===== src/rtl/npc_pkg.sv =====
// Shared fetch-unit types and defaults: FSM state encoding, reset PC and datapath width.
package npc_pkg;

  localparam int unsigned NPC_XLEN     = 32;
  localparam logic [31:0] NPC_RESET_PC = 32'h8000_0000;

  typedef enum logic [2:0] {
    S_IDLE = 3'd0,
    S_REQ  = 3'd1,
    S_WAIT = 3'd2,
    S_HOLD = 3'd3,
    S_ERR  = 3'd4
  } fetch_state_e;

  // True when the two low address bits describe a word-aligned address.
  function automatic logic word_aligned(input logic [1:0] lsb);
    return lsb == 2'b00;
  endfunction

endpackage


===== src/rtl/ifu_fetch.sv =====
// Instruction fetch unit: issues one word fetch at a time, holds the returned
// instruction for execute, and follows the execute stage's next-PC.
module ifu_fetch
  import npc_pkg::*;
#(
  parameter int unsigned      XLEN     = NPC_XLEN,
  parameter logic [XLEN-1:0]  RESET_PC = XLEN'(NPC_RESET_PC)
) (
  input  logic            clk,
  input  logic            rst,
  output logic            imem_req_valid,
  input  logic            imem_req_ready,
  output logic [XLEN-1:0] imem_req_addr,
  input  logic            imem_rsp_valid,
  input  logic [XLEN-1:0] imem_rsp_data,
  input  logic            imem_rsp_err,
  output logic            inst_valid,
  input  logic            inst_ready,
  output logic [XLEN-1:0] inst,
  output logic [XLEN-1:0] inst_pc,
  input  logic [XLEN-1:0] dnpc,
  output logic            fault,
  output logic [XLEN-1:0] fault_pc
);

  fetch_state_e    state_q;
  logic [XLEN-1:0] pc_q;

  // The request address is the PC register itself, so it cannot move while stalled.
  assign imem_req_addr = pc_q;

  // Single state register plus datapath; every output flop changes with its state transition.
  always_ff @(posedge clk or negedge rst) begin
    if (!rst) begin
      state_q        <= S_IDLE;
      pc_q           <= RESET_PC;
      inst           <= '0;
      inst_pc        <= '0;
      fault          <= 1'b0;
      fault_pc       <= '0;
      imem_req_valid <= 1'b0;
      inst_valid     <= 1'b0;
    end else begin
      case (state_q)
        S_IDLE: begin
          state_q        <= S_REQ;
          imem_req_valid <= 1'b1;
        end

        S_REQ: begin
          if (imem_req_ready) begin
            state_q        <= S_WAIT;
            imem_req_valid <= 1'b0;
          end
        end

        // Responses only count here, so one arriving alongside its request is ignored.
        S_WAIT: begin
          if (imem_rsp_valid) begin
            if (imem_rsp_err) begin
              state_q  <= S_ERR;
              fault    <= 1'b1;
              fault_pc <= pc_q;
            end else begin
              state_q    <= S_HOLD;
              inst       <= imem_rsp_data;
              inst_pc    <= pc_q;
              inst_valid <= 1'b1;
            end
          end
        end

        S_HOLD: begin
          if (inst_ready) begin
            inst_valid <= 1'b0;
            if (word_aligned(dnpc[1:0])) begin
              state_q        <= S_REQ;
              pc_q           <= dnpc;
              imem_req_valid <= 1'b1;
            end else begin
              state_q  <= S_ERR;
              fault    <= 1'b1;
              fault_pc <= dnpc;
            end
          end
        end

        S_ERR: begin
          state_q <= S_ERR;
        end

        default: begin
          state_q        <= S_ERR;
          fault          <= 1'b1;
          imem_req_valid <= 1'b0;
          inst_valid     <= 1'b0;
        end
      endcase
    end
  end

  // Structural invariants of the fetch handshake.
  a_req_aligned: assert property (@(posedge clk) disable iff (!rst)
    imem_req_valid |-> word_aligned(imem_req_addr[1:0]));

  a_one_side_valid: assert property (@(posedge clk) disable iff (!rst)
    !(imem_req_valid && inst_valid));

  a_fault_quiet: assert property (@(posedge clk) disable iff (!rst)
    fault |-> (!imem_req_valid && !inst_valid));

endmodule


===== config.mk =====
export PLATFORM = sky130hd
export DESIGN_NAME = ifu_fetch
export DESIGN_NICKNAME = d
export VERILOG_FILES = /design/src/rtl/npc_pkg.sv /design/src/rtl/ifu_fetch.sv
export SDC_FILE = /design/constraint.sdc
export NUM_CORES = 1
export LEC_CHECK = 0
export ABC_AREA = 1
export CAP_MARGIN = 20
export CORE_MARGIN = 2
export CORE_UTILIZATION = 50
export CTS_CLUSTER_DIAMETER = 80
export DETAILED_ROUTE_END_ITERATION = 16
export PLACE_DENSITY = 0.87
export SYNTH_ARGS = -nofsm -noshare
export SYNTH_HDL_FRONTEND = slang
export SYNTH_SLANG_ARGS = --single-unit
export TNS_END_PERCENT = 20

===== constraint.sdc =====
create_clock -name clk -period 2.3 [get_ports clk]
set_input_delay 0.46 -clock clk [delete_from_list [all_inputs] [get_ports clk]]
set_output_delay 0.46 -clock clk [all_outputs]
set_load 0.02 [all_outputs]

### Yosys cells after proc, flatten, opt, wreduce, memory -nomap -nowiden

Index checks and enable logic that the tools add are counted.

* flip-flop bits (word level): 134
* logic and storage cells: 58

* equal/unequal tests: 11
* muxes and demuxes: 24
* bitwise gates (word level): 3
* reduce and logical (&&, ||, !) cells: 12

Operator list (number)
* 2-to-1 mux 32 bit: 4
* case mux 32 bit (2 select lines): 1
* 2-to-1 mux 3 bit: 5
* != test 2 bit, second input constant: 7
* case mux 3 bit (4 select lines): 1
* 2-to-1 mux 1 bit: 10
* AND reduction 5 bit: 2
* AND reduction 3 bit: 3
* AND reduction 4 bit: 2
* == test 3 x 2 -> 1 bit, second input constant: 2
* case mux 1 bit (3 select lines): 2
* case mux 1 bit (4 select lines): 1
* == test 3 x 1 -> 1 bit, second input constant: 1
* == test 3 bit, second input constant: 1
* zero test 3 bit: 1
* inverter 1 bit: 3
* OR reduction 3 bit: 1
* zero test 2 bit: 1
* nonzero test 2 bit: 1
* OR reduction 2 bit: 1

### Depth between registers and ports, before layout

* word-level depth: 4
* depth in mapped cells: 9
* mapped depth without buffers: 7

### Least setup slack after synthesis

OpenSTA, ideal clock, no wires.

* path kind: in2reg
* from: input port dnpc[1]
* to: register pc_q[0] (netlist: imem_req_addr[0])
* data arrival time: 1.278 ns
* data required time: 2.183 ns
* slack: 0.904 ns
* cell stages on the path: 8
* path buffers: 2
* cell sequence: nor2_2 inv_1 nor2_2 nand2_1 inv_2 buf_4 buf_6 nor2_1

* longest elaborated chain between the ends: 2

RTL lines
* from (decl): RTL line ifu_fetch.sv:21 `input logic [XLEN-1:0] dnpc,`
* zero test 2 bit: RTL line npc_pkg.sv:17 `return lsb == 2'b00;`
* AND reduction 3 bit (no line)
* to (signal assigned): RTL line ifu_fetch.sv:78 `pc_q <= dnpc;`
* to (decl): RTL line ifu_fetch.sv:27 `logic [XLEN-1:0] pc_q;`

Every way passes these cells.
A chain may end at the register's enable or synchronous reset.

### Worst setup path in the final report

* from: register pc_q[31] (netlist: imem_req_addr[31])
* to: output port imem_req_addr[31]

RTL lines
* to (decl): RTL line ifu_fetch.sv:13 `output logic [XLEN-1:0] imem_req_addr,`

No word-level cell between the ends.

==> metrics.yaml <==
grt:
  antenna_found_initial: 0
  first_global_vias: 5348
  gr-total-overflow: 0
  grt_pass1_wl_um: 27400
  grt_use_total_pct: 27.2
  grt_max_degree: 85
setup_path:
  crit-reg2reg-capture: "fault_pc[12]"
  endpoint_kind: "primary output"
  critical_path.top_delay_family: "buffers and inverters"
  cp_cell_sequence: "clkdlybuf4s50_1"
  startpoint: "imem_req_addr[31]"
  worstReg2RegStart: "state_q[2]"
  worstPathMaxFanout: 4
  cp-start-kind: "register"
  max_stage_delay_ns: 0.63
  endpoint: "imem_req_addr[31]"
  crit_type: "reg -> out"
  crit_cells: 1
  critPathRequiredTime_ns: 1.84
  cp.arrival_ns: 1.62
  rr_worst_depth: 6
  crit_slowest_cell: "clkdlybuf4s50_1"
  r2r_setup_slack_ns: 0.56
  path_buf_inv: 1
synth:
  synth_top_area_share_pct: 55.5
  yosysUniqueCellTypes: 20
  avgSynthCellArea_um2: 8.49
  synth_fp_nets: 776
  synthTopCellsByArea: "dfrtp_1 (56%), nand2_1 (19%), nand4_1 (6.9%)"
  postSynthCellCount: 706
  synth-seq-area-share_pct: 56.0
  synthArstFlopShare_pct: 100
  ys.flop_type: "dfrtp_1"
  synth_area_leader_cell: "dfrtp_1"
  syn-cell-area_um2: 5990
  ys_seq_elements: 134
  yosys_warnings: 0
  synth_edf_count: 0
clocking:
  clkTransAtPathRegs_ns: 0.05
  ctsHoldBuffers: 0
  cts_tree: "done"
  clock-sinks: 134
  clk_latency_ns: 0.41
  clockBufferDepth: 2
  cts-root-buf: "clkbuf_16"
  htree_levels: 4
  post_cts_buffers: 0
  cts_made_buffers: 17
  ctsResizeCount: 0
route:
  via_count: 5672
  viasPerCell: 5.40
  wire_per_inst_um: 16.4
  drtPass1Iterations: 5
  routed_wl_um: 17200
  drt_iter0_drc: 485
  ant_nets: 0
  route.detailed.drc: 0
sta:
  setup_viol: 0
  period_share_pct: 90.4
  worst_slack_ns: 0.220
  tns_ns: 0
  drv_slew: 0
  skew_ns: 0.00632
  relSlewSlack_pct: 62.3
  grt_setup_unrepaired: "no"
  worst_pin_slew_ns: 0.565
  hold_viol: 0
  max_freq_mhz: 481
  post-route-min-period_ns: 2.08
job:
  cap_violations: 0
floorplan:
  die_h_um: 113
  row_count: 39
  die_x_um: 113
  dieArea_um2: 12900
  start_util_pct: 51.8
  core_um2: 11600
  io_pins: 201
layout:
  finish.net_count: 964
  layout_common_cells: "nand2_1 (308), clkdlybuf4s50_1 (198), dfrtp_1 (133)"
  final_common_cell: "nand2_1"
  synthToLayoutAreaGrowth_pct: 45.1
  drive_gt1_share_pct: 8.49
  antennaDiodeCount: 0
  final_core_util_pct: 75.2
  finish.instance_area_um2: 8700
place:
  dp_hpwl_um: 11800
  place_area_um2: 8080
  post-place-ws_ns: 0.369
  gp_congestion: 0.914
  port_buffers: 200
outcome:
  status: "complete, no violations"
power:
  ir_drop_mv: 0.379
  leakage_nw: 4.24
  p_per_area_nw_per_um2: 660
worst_hold_path:
  hp-class: "in -> async"
logic make-up after synthesis:
family | Yosys count | share of synthesized area [%]
AND/OR/NAND/NOR | 443 | 32.2
AO/OA/AOI/OAI | 45 | 4.57
flip-flops | 134 | 56.0
buffers and inverters | 84 | 7.28
power breakdown:
part / leakage [nW] / internal (W) / switching [W]
logic: 2.37 / 0.000239 / 0.000236
clock network: 0.305 / 0.00180 / 0.00101
registers: 1.57 / 0.00242 / 0.0000404
worst min path at each step:
stage	startpoint	end	slack, ns
after floorplan	rst	fault	0.16
after global placement	fault	fault	0.45
after detailed placement	inst[22]	inst[22]	0.46
after CTS	rst	inst[24]	0.04
after global routing	rst	inst_pc[9]	0.06
final	rst	inst_pc[9]	0.03
per-stage QoR:
stage	cells	hold WS [ns]	power [W]
final	1050	0.0296	0.00574
after global routing	1050	0.0574	0.00594
after CTS	1050	0.0362	0.00580
after detailed placement	1018	0.458	0.00298
after global placement	1018	0.452	0.00297
after floorplan	706	0.164	0.00264
flip-flops by register name, indices dropped and copies added, names as in the netlist:
name / count
fault_pc: 32
imem_req_addr: 32
inst: 32
inst_pc: 32
state_q: 3
fault: 1
imem_req_valid: 1
inst_valid: 1
layer usage:
metal  up-vias  share of wire (%)  wire length [um]  global-route usage (%)
met3        23                9.1              1570                    8.93
met5         -                  0                 0                       0
met4         0                1.3               225                    8.86
met2       264                 48              8270                    44.6
met1      2714                 42              7160                    34.2
li1       2671                  -                 -                       -
area by class of cell:
| type | count | area [um2] |
|---|---|---|
| clock buffers | 22 | 474 |
| repair buffers | 222 | 2210 |
| fillers | 842 | 2870 |
| multi-input cells | 488 | 2220 |
| flip-flops and latches | 134 | 3350 |
| clock inverters | 10 | 144 |
| inverters | 31 | 116 |
| well taps | 143 | 179 |
synth_stat cells (3+ instances only):
cell type and instances:
nand2_1 309, dfrtp_1 133, nand4_1 66, nand3_1 50, o21ai_0 33, inv_1 29
clkbuf_1 19, buf_2 16, nor2_1 10, o21ai_2 10, buf_4 9, buf_6 9
nor2_2 3
Note: power is estimated with default switching activity, not from simulation.
